$ cat src/rtl/posit_special_ctrl_if.sv
// Handshake and datapath-facing signals of the posit special-case controller.
// master drives operands/flags/encoder status; slave is the controller itself.
interface posit_special_ctrl_if #(
    parameter int N     = 32,
    parameter int DEPTH = 5
);
    logic             in_valid;
    logic             in_ready;
    logic             zero_a;
    logic             nar_a;
    logic             zero_b;
    logic             nar_b;
    logic             exp_zero;
    logic             exp_nar;
    logic [N-1:0]     pipe_result;
    logic             stall;
    logic [DEPTH-1:0] stage_clr;
    logic             encoder_start;
    logic             encode_done;
    logic             out_valid;
    logic [N-1:0]     out_result;
    logic             err_timeout;
    logic [15:0]      spec_cnt;

    modport master (
        output in_valid, zero_a, nar_a, zero_b, nar_b,
        output exp_zero, exp_nar, pipe_result, encode_done,
        input  in_ready, stall, stage_clr, encoder_start,
        input  out_valid, out_result, err_timeout, spec_cnt
    );

    modport slave (
        input  in_valid, zero_a, nar_a, zero_b, nar_b,
        input  exp_zero, exp_nar, pipe_result, encode_done,
        output in_ready, stall, stage_clr, encoder_start,
        output out_valid, out_result, err_timeout, spec_cnt
    );
endinterface

$ cat src/rtl/posit_special_ctrl.sv
// Special-case controller for the posit multiplier: tracks zero/NaR tags alongside
// the datapath and substitutes the exact special word after an encoder handshake.
module posit_special_ctrl #(
    parameter int N         = 32,
    parameter int DEPTH     = 5,
    parameter int EXP_STAGE = 1,
    parameter int TIMEOUT   = 15
) (
    input logic               clk,
    input logic               rst_n,
    posit_special_ctrl_if.slave bus
);

    typedef enum logic [1:0] {
        IDLE  = 2'd0,
        START = 2'd1,
        WAIT  = 2'd2,
        DONE  = 2'd3
    } state_t;

    localparam int             LAST      = DEPTH - 1;
    localparam logic [7:0]     WAIT_LAST = 8'(TIMEOUT - 1);
    localparam logic [N-1:0]   NAR_WORD  = {1'b1, {(N-1){1'b0}}};

    state_t           state;
    state_t           state_nxt;

    logic [DEPTH-1:0] tag_valid;
    logic [DEPTH-1:0] tag_zero;
    logic [DEPTH-1:0] tag_nar;
    logic [DEPTH-1:0] nxt_valid;
    logic [DEPTH-1:0] nxt_zero;
    logic [DEPTH-1:0] nxt_nar;
    logic [DEPTH-1:0] special;

    logic [7:0]       wait_cnt;
    logic             timed_out;
    logic             err_timeout;
    logic [15:0]      spec_cnt;

    logic             head_special;
    logic             stall;
    logic             encoder_start;
    logic             out_valid;
    logic [N-1:0]     out_result;
    logic             timeout_hit;

    assign special      = tag_zero | tag_nar;
    assign head_special = tag_valid[LAST] & special[LAST];

    // Next tag contents when the pipeline advances; exp-adder flags merge on
    // the hop out of EXP_STAGE, with NaR overriding zero.
    always_comb begin
        nxt_valid = '0;
        nxt_zero  = '0;
        nxt_nar   = '0;
        nxt_valid[0] = bus.in_valid;
        nxt_nar[0]   = bus.nar_a | bus.nar_b;
        nxt_zero[0]  = (bus.zero_a | bus.zero_b) & ~nxt_nar[0];
        for (int unsigned s = 1; s < DEPTH; s++) begin
            nxt_valid[s] = tag_valid[s-1];
            nxt_zero[s]  = tag_zero[s-1];
            nxt_nar[s]   = tag_nar[s-1];
        end
        nxt_nar[EXP_STAGE+1]  = tag_nar[EXP_STAGE] | bus.exp_nar;
        nxt_zero[EXP_STAGE+1] = (tag_zero[EXP_STAGE] | bus.exp_zero) & ~nxt_nar[EXP_STAGE+1];
    end

    always_ff @(posedge clk or negedge rst_n) begin
        if (!rst_n) begin
            tag_valid <= '0;
            tag_zero  <= '0;
            tag_nar   <= '0;
        end else if (!stall) begin
            tag_valid <= nxt_valid;
            tag_zero  <= nxt_zero;
            tag_nar   <= nxt_nar;
        end
    end

    always_ff @(posedge clk or negedge rst_n) begin
        if (!rst_n) begin
            state <= IDLE;
        end else begin
            state <= state_nxt;
        end
    end

    always_comb begin
        state_nxt     = state;
        stall         = 1'b0;
        encoder_start = 1'b0;
        out_valid     = 1'b0;
        out_result    = bus.pipe_result;
        timeout_hit   = 1'b0;
        case (state)
            IDLE: begin
                if (head_special) begin
                    stall     = 1'b1;
                    state_nxt = START;
                end else begin
                    out_valid = tag_valid[LAST];
                end
            end
            START: begin
                stall         = 1'b1;
                encoder_start = 1'b1;
                state_nxt     = WAIT;
            end
            WAIT: begin
                stall = 1'b1;
                if (bus.encode_done) begin
                    state_nxt = DONE;
                end else if (wait_cnt == WAIT_LAST) begin
                    timeout_hit = 1'b1;
                    state_nxt   = DONE;
                end
            end
            DONE: begin
                out_valid  = 1'b1;
                out_result = (tag_nar[LAST] | timed_out) ? NAR_WORD : '0;
                state_nxt  = IDLE;
            end
            default: state_nxt = IDLE;
        endcase
    end

    // timed_out remembers this handshake's abort so DONE can emit NaR;
    // err_timeout is the sticky, reset-only copy.
    always_ff @(posedge clk or negedge rst_n) begin
        if (!rst_n) begin
            wait_cnt    <= '0;
            timed_out   <= 1'b0;
            err_timeout <= 1'b0;
            spec_cnt    <= '0;
        end else begin
            if (state == START) begin
                wait_cnt  <= '0;
                timed_out <= 1'b0;
            end else if (state == WAIT) begin
                wait_cnt <= wait_cnt + 8'd1;
            end
            if (timeout_hit) begin
                timed_out   <= 1'b1;
                err_timeout <= 1'b1;
            end
            if (state == DONE && spec_cnt != '1) begin
                spec_cnt <= spec_cnt + 16'd1;
            end
        end
    end

    assign bus.in_ready      = ~stall;
    assign bus.stall         = stall;
    assign bus.stage_clr     = tag_valid & special;
    assign bus.encoder_start = encoder_start;
    assign bus.out_valid     = out_valid;
    assign bus.out_result    = out_result;
    assign bus.err_timeout   = err_timeout;
    assign bus.spec_cnt      = spec_cnt;

endmodule

$ cat src/flat_wrapper.sv
// flat-port wrapper written by rule: the top's interface ports become plain ports
module posit_special_ctrl_flat 
#(
    parameter int N         = 32,
    parameter int DEPTH     = 5,
    parameter int EXP_STAGE = 1,
    parameter int TIMEOUT   = 15
)
  (clk, rst_n, bus_in_valid, bus_zero_a, bus_nar_a, bus_zero_b, bus_nar_b, bus_exp_zero, bus_exp_nar, bus_pipe_result, bus_encode_done, bus_in_ready, bus_stall, bus_stage_clr, bus_encoder_start, bus_out_valid, bus_out_result, bus_err_timeout, bus_spec_cnt);
  posit_special_ctrl_if #(.N(N), .DEPTH(DEPTH)) bus_i ();
  input logic clk;
  input logic rst_n;
  input wire logic [$bits(bus_i.in_valid)-1:0] bus_in_valid;
  input wire logic [$bits(bus_i.zero_a)-1:0] bus_zero_a;
  input wire logic [$bits(bus_i.nar_a)-1:0] bus_nar_a;
  input wire logic [$bits(bus_i.zero_b)-1:0] bus_zero_b;
  input wire logic [$bits(bus_i.nar_b)-1:0] bus_nar_b;
  input wire logic [$bits(bus_i.exp_zero)-1:0] bus_exp_zero;
  input wire logic [$bits(bus_i.exp_nar)-1:0] bus_exp_nar;
  input wire logic [$bits(bus_i.pipe_result)-1:0] bus_pipe_result;
  input wire logic [$bits(bus_i.encode_done)-1:0] bus_encode_done;
  output wire logic [$bits(bus_i.in_ready)-1:0] bus_in_ready;
  output wire logic [$bits(bus_i.stall)-1:0] bus_stall;
  output wire logic [$bits(bus_i.stage_clr)-1:0] bus_stage_clr;
  output wire logic [$bits(bus_i.encoder_start)-1:0] bus_encoder_start;
  output wire logic [$bits(bus_i.out_valid)-1:0] bus_out_valid;
  output wire logic [$bits(bus_i.out_result)-1:0] bus_out_result;
  output wire logic [$bits(bus_i.err_timeout)-1:0] bus_err_timeout;
  output wire logic [$bits(bus_i.spec_cnt)-1:0] bus_spec_cnt;
  assign bus_i.in_valid = bus_in_valid;
  assign bus_i.zero_a = bus_zero_a;
  assign bus_i.nar_a = bus_nar_a;
  assign bus_i.zero_b = bus_zero_b;
  assign bus_i.nar_b = bus_nar_b;
  assign bus_i.exp_zero = bus_exp_zero;
  assign bus_i.exp_nar = bus_exp_nar;
  assign bus_i.pipe_result = bus_pipe_result;
  assign bus_i.encode_done = bus_encode_done;
  assign bus_in_ready = bus_i.in_ready;
  assign bus_stall = bus_i.stall;
  assign bus_stage_clr = bus_i.stage_clr;
  assign bus_encoder_start = bus_i.encoder_start;
  assign bus_out_valid = bus_i.out_valid;
  assign bus_out_result = bus_i.out_result;
  assign bus_err_timeout = bus_i.err_timeout;
  assign bus_spec_cnt = bus_i.spec_cnt;
  posit_special_ctrl #(.N(N), .DEPTH(DEPTH), .EXP_STAGE(EXP_STAGE), .TIMEOUT(TIMEOUT)) u_core (.clk(clk), .rst_n(rst_n), .bus(bus_i));
endmodule
$ cat config.mk
export PLATFORM = sky130hd
export DESIGN_NAME = posit_special_ctrl_flat
export DESIGN_NICKNAME = d
export VERILOG_FILES = /design/src/rtl/posit_special_ctrl_if.sv /design/src/rtl/posit_special_ctrl.sv /design/src/flat_wrapper.sv
export SDC_FILE = /design/constraint.sdc
export NUM_CORES = 1
export LEC_CHECK = 0
export CAP_MARGIN = 20
export CORE_ASPECT_RATIO = 1.2
export CORE_UTILIZATION = 39
export CTS_CLUSTER_DIAMETER = 100
export DETAILED_ROUTE_END_ITERATION = 6
export PLACE_DENSITY_LB_ADDON = 0.3
export SLEW_MARGIN = 20
export SYNTH_ARGS = -nofsm -noshare
export SYNTH_HDL_FRONTEND = slang
export SYNTH_SLANG_ARGS = --single-unit
$ cat constraint.sdc
create_clock -name clk -period 1.8 [get_ports clk]
set_input_delay 0.27 -clock clk [delete_from_list [all_inputs] [get_ports clk]]
set_output_delay 0.27 -clock clk [all_outputs]
set_load 0.01 [all_outputs]
Yosys cells after proc, flatten, opt, wreduce, memory -nomap -nowiden --
Index checks and enable logic that the tools add are counted.
Word-level totals: register bits after elaboration 43, latch bits 0, RAM bits 0, ROM bits 0, output and inout bits 58, word-level logic and storage cells 54, memories kept 0
Cells by class: add/sub/neg operators 2, multiply operators 0, div/mod/pow operators 0, $lt $le $gt $ge 0, equality and inequality tests 7, shift-type cells 0, mux-type cells 18, bitwise gates (word level) 13, reduce and logical (&&, ||, !) cells 6
Operators by type and width (count):
- $mux W32 | 2
- $add A16 B1 Y16 const B | 1
- $mux W8 | 2
- $ne A16 B16 Y1 const B | 1
- $add A8 B1 Y8 const B | 1
- $eq A8 B4 Y1 const B | 1
- $mux W1 | 8
- $pmux W2 S4 | 1
- $mux W2 | 3
- $and A5 B5 Y5 | 1
- $or A1 B1 Y1 | 5
- $or A5 B5 Y5 | 1
- $eq A2 B2 Y1 const B | 2
- $pmux W1 S2 | 2
- $reduce_bool A2 Y1 | 2
- $and A1 B1 Y1 | 3
- $ne A3 B2 Y1 const B | 1
- $not A1 Y1 | 3
- $eq A2 B1 Y1 const B | 1
- $logic_not A2 Y1 | 1
- $ne A2 B1 Y1 const B | 1
- $reduce_and A2 Y1 | 1
- $reduce_or A2 Y1 | 1
- $logic_and A1 B1 Y1 | 1

Depth between registers and ports, before layout --
word-level depth 5, mapped depth 7, mapped depth without buffers 6

Least setup slack after synthesis --
No wires, ideal clock.
path type register -> register, start reg u_core.wait_cnt[0], end reg u_core.state[1], data arrival time 1.633 ns, data required time 1.672 ns, setup slack 0.039 ns, cell stages (with the launch flop) 7, path buffers 0, cell sequence dfrtp_1 -> inv_1 -> ha_1 -> or4b_1 -> nor3_2 -> o32a_2 -> mux2_1
Between the ends: word-level cells in the longest chain between the ends 3
Ends and longest elaborated chain:
- from (decl) | RTL line posit_special_ctrl.sv:36 | logic [7:0] wait_cnt;
- from (signal assigned) | RTL line posit_special_ctrl.sv:141 | wait_cnt <= wait_cnt + 8'd1;
- $eq A8 B4 Y1 | RTL line posit_special_ctrl.sv:114 | end else if (wait_cnt == WAIT_LAST) begin
- $ne A3 B2 Y1 (no source line)
- $reduce_and A2 Y1 (no source line)
- to (signal assigned) | RTL line posit_special_ctrl.sv:85 | state <= state_nxt;
- to (decl) | RTL line posit_special_ctrl.sv:25 | state_t state;
No other way between the ends. A chain may end at the register's enable or synchronous reset.

Worst setup path after layout --
Same ends and word-level chain as after synthesis.

==> metrics.md <==
| Metric | Value |
|---|---|
| Status | `complete, but fails checks` |
| GR Overflow Total | `0` |
| CTS tree | `done` |
| DR WL/cell | `13.3 µm` |
| Clock net sink count | `43` |
| Worst Setup End Kind | `register` |
| Final instance area | `3660 µm²` |
| Required @ worst endpoint | `1.99 ns` |
| Share of cells above drive strength 1 | `0.297` |
| First-pass GRT wire length | `between 8000 and 9000 µm` |
| Avg Cell Area, Syn | `just over 10 µm²` |
| Detailed Route Iter0 Violations | `107` |
| Number of port buffers | `between 90 and 100` |
| Total negative slack | `-0.0806 ns` |
| Crit path DAT | `a little over 2 ns` |
| RSZ-0062 raised after global routing | `true` |
| Dominant cell by count in the synthesized netlist | `dfrtp_1` |
| Netlist cell types | `40` |
| Final #Nets | `409` |
| Worst Setup Start Kind | `register` |
| DRT antenna net count | `0` |
| CP Class | `register to register` |
| Switch Pwr | `roughly 2100 µW` |
| Synth top cells by count | `43 x dfrtp_1, 32 x nor2b_1, 14 x inv_1` |
| Part of the Yosys area used for sequential elements | `0.454` |
| Post-Syn Nets | `280` |
| Vias in the first global route | `1,971` |
| Final wirelength | `between 5000 and 6000 µm` |
| Max FO, Critical Path | `2` |
| Max clock buf depth | `2` |
| DP Area | `around 3600 µm²` |
| LEAKAGE | `between 0.0015 and 0.002 µW` |
| Fill count | `~510` |
| Flop pwr share | `0.269` |
| Layout area overhead | `54.4%` |
| Minimum clock period | `roughly 1.9 ns` |
| Synthesis-stage register bit count | `43` |
| Max frequency | `about 530 MHz` |
| Synth Flop Type | `dfrtp_1` |
| Placement row count | `30` |
| Initial Util | `0.413` |
| Most area-consuming cells after synthesis | `dfrtp_1 45%, nor2b_1 8.4%, ha_1 4.2%` |
| Slew Limit Headroom | `0.725` |
| Later-pin clock latency in the skew report | `0.30 ns` |
| Routed vias | `around 2,200` |
| Die Ht | `slightly below 90 µm` |
| Area leader, netlist | `dfrtp_1` |
| Total internal power | `about 3500 µW` |
| Clock skew | `roughly 0.0045 ns` |
| # DRC | `0` |
| Synthesized cell area | `~2400 µm²` |
| Clk root buf | `clkbuf_8` |
| Failing checks | `setup timing` |
| Tcrit/Tclk final | `1.04` |
| Die footprint | `approximately 6400 µm²` |
| Die Wd | `73.2 µm` |
| Num CTS Buffers | `5` |
| Share of Yosys cell area claimed by the top area cell type | `0.454` |
| H-tree Lvls | `2` |
| EDFF count, synth | `0` |
| Worst r2r path cells | `6` |
| Peak VDD IR | `roughly 1100 µV` |
| DRT Pass-1 Iters | `6` |
| Largest net degree at the start of global routing | `29` |
| N_diodes | `0` |
| GR Util All Layers | `0.182` |
| CTS clk-pin slew, worst paths | `0.08 ns` |
| Core Box Area | `approximately 5700 µm²` |
| Asr flop ratio synth | `1.00` |
| Synth warn | `0` |
| Final core utilization | `0.637` |
| Worst reg2reg setup slack | `-0.08 ns` |
| Vias/cell | `approximately 4.9` |
| GP Congestion | `0.819` |
| Hold_ws | `approximately 0.43 ns` |
| Net Sw Frac | `0.379` |
| Initial antenna violation count | `0` |
| Final Total Pwr | `5660 µW` |
| Setup Viol. Count Final | `1` |
| FF-to-FF Start | `u_core.wait_cnt[0]` |
| Comb power frac | `0.610` |
| Power per cell area | `approximately 1500 nW/µm²` |
| FF-to-FF End | `u_core.state[1]` |
| Slew Viols, Final | `0` |
| Fin. Hold Viols | `0` |
| Cells after Synth | `230` |
| Pin slew with the least headroom to its limit | `0.412 ns` |
| Clk pwr share | `0.121` |
| Post-DP HPWL | `roughly 4400 µm` |
| Min-Delay Path Class | `input port to async pin` |
| Ports | `100` |
| Max_cap viols | `0` |
| Final Worst Setup Slack | `-0.0806 ns` |
## flip-flops by register name, indices dropped and copies added (netlist names)
register,flops
u_core.bus.spec_cnt,16
u_core.tag_valid,5
u_core.bus.err_timeout,1
u_core.tag_nar,5
u_core.wait_cnt,8
u_core.timed_out,1
u_core.state,2
u_core.tag_zero,5
## stage by stage
step	worst slack [ns]	std cells
final	-0.0806	440
after floorplan	0.0392	230
after global routing	-0.168	440
after detailed placement	-0.146	426
after global placement	-0.0990	426
after CTS	-0.215	436
## layer usage
metal / vias to the layer above / GRT usage / part of all wire
li1: 1047 / - / -
met1: 1027 / 0.208 / 0.40
met2: 69 / 0.322 / 0.52
met3: 8 / 0.0451 / 0.059
met4: 0 / 0.0731 / 0.017
met5: - / 0 / 0
## worst max-delay path by stage
stage	end	cells after the start	start
4_1_cts	bus_stall	6	u_core.state[0]
3_5_place_dp	bus_in_ready	5	u_core.state[0]
2_1_floorplan	u_core.state[1]	6	u_core.wait_cnt[0]
6_report	u_core.state[1]	6	u_core.wait_cnt[0]
5_1_grt	u_core.state[1]	6	u_core.wait_cnt[0]
3_3_place_gp	bus_stall	6	u_core.state[0]
## cell type report
class | instances | area, µm² | area share
clock buffers | 7 | 96.3 | 0.0263
well taps | 80 | 100 | 0.0274
inverters | 14 | 52.6 | 0.0144
clock inverters | 1 | 7.51 | 0.00205
flip-flops and latches | 43 | 1080 | 0.294
multi-input cells | 163 | 1250 | 0.343
repair buffers | 132 | 1070 | 0.293
## placed cells by master (no fill, tap or decap), drive strengths merged, types with 3 or more instances in the layout
cell type / synthesis / final
xor2: 3 / 3
nand3: 12 / 12
xnor2: 11 / 11
nand4: 7 / 7
a31oi: 3 / 3
o21a: 7 / 7
o22ai: 5 / 5
mux2i: 5 / 5
nor2b: 32 / 32
clkdlybuf4s50: 0 / 61
and4: 3 / 3
inv: 14 / 14
nor3: 4 / 4
buf: 4 / 33
a21oi: 6 / 6
clkbuf: 6 / 43
ha: 8 / 8
dfrtp: 43 / 43
nor2: 12 / 12
mux2: 15 / 15
nand2: 12 / 12
## worst max-delay path, cell delays in order, from the launching register on
cell	delay (ns)
dfrtp_1	0.40
inv_2	0.08
ha_4	0.11
or4b_4	0.46
nor3_4	0.23
o32a_4	0.21
mux2_4	0.29
## power by group through the flow
stage          clock network (µW)  logic [µW]  registers, µW
2_1_floorplan                   0        1920           1550
3_3_place_gp                    0        3390           1510
3_5_place_dp                    0        3470           1520
4_1_cts                       707        3350           1520
5_1_grt                       744        3750           1560
6_report                      685        3450           1520
## cells by family (layout without fill, tap and decap cells)
kind of cell,Yosys count,count (layout),synth area share
flip-flops,43,43,0.454
XOR/XNOR,14,14,0.0517
buffers and inverters,24,154,0.0502
AO/OA/AOI/OAI,27,27,0.0771
multiplexers,20,20,0.102
adder cells (fa/ha/maj),8,8,0.0422
AND/OR/NAND/NOR,94,94,0.223
## repair_timing
item,in CTS,in global routing
setup endpoints to repair,46,51
setup buffers,1,4
resized for setup,42,83
hold endpoints to repair,17,0
hold buffers,1,0
pin swaps,0,6
No activity file was read; power rests on OpenSTA's default activity.
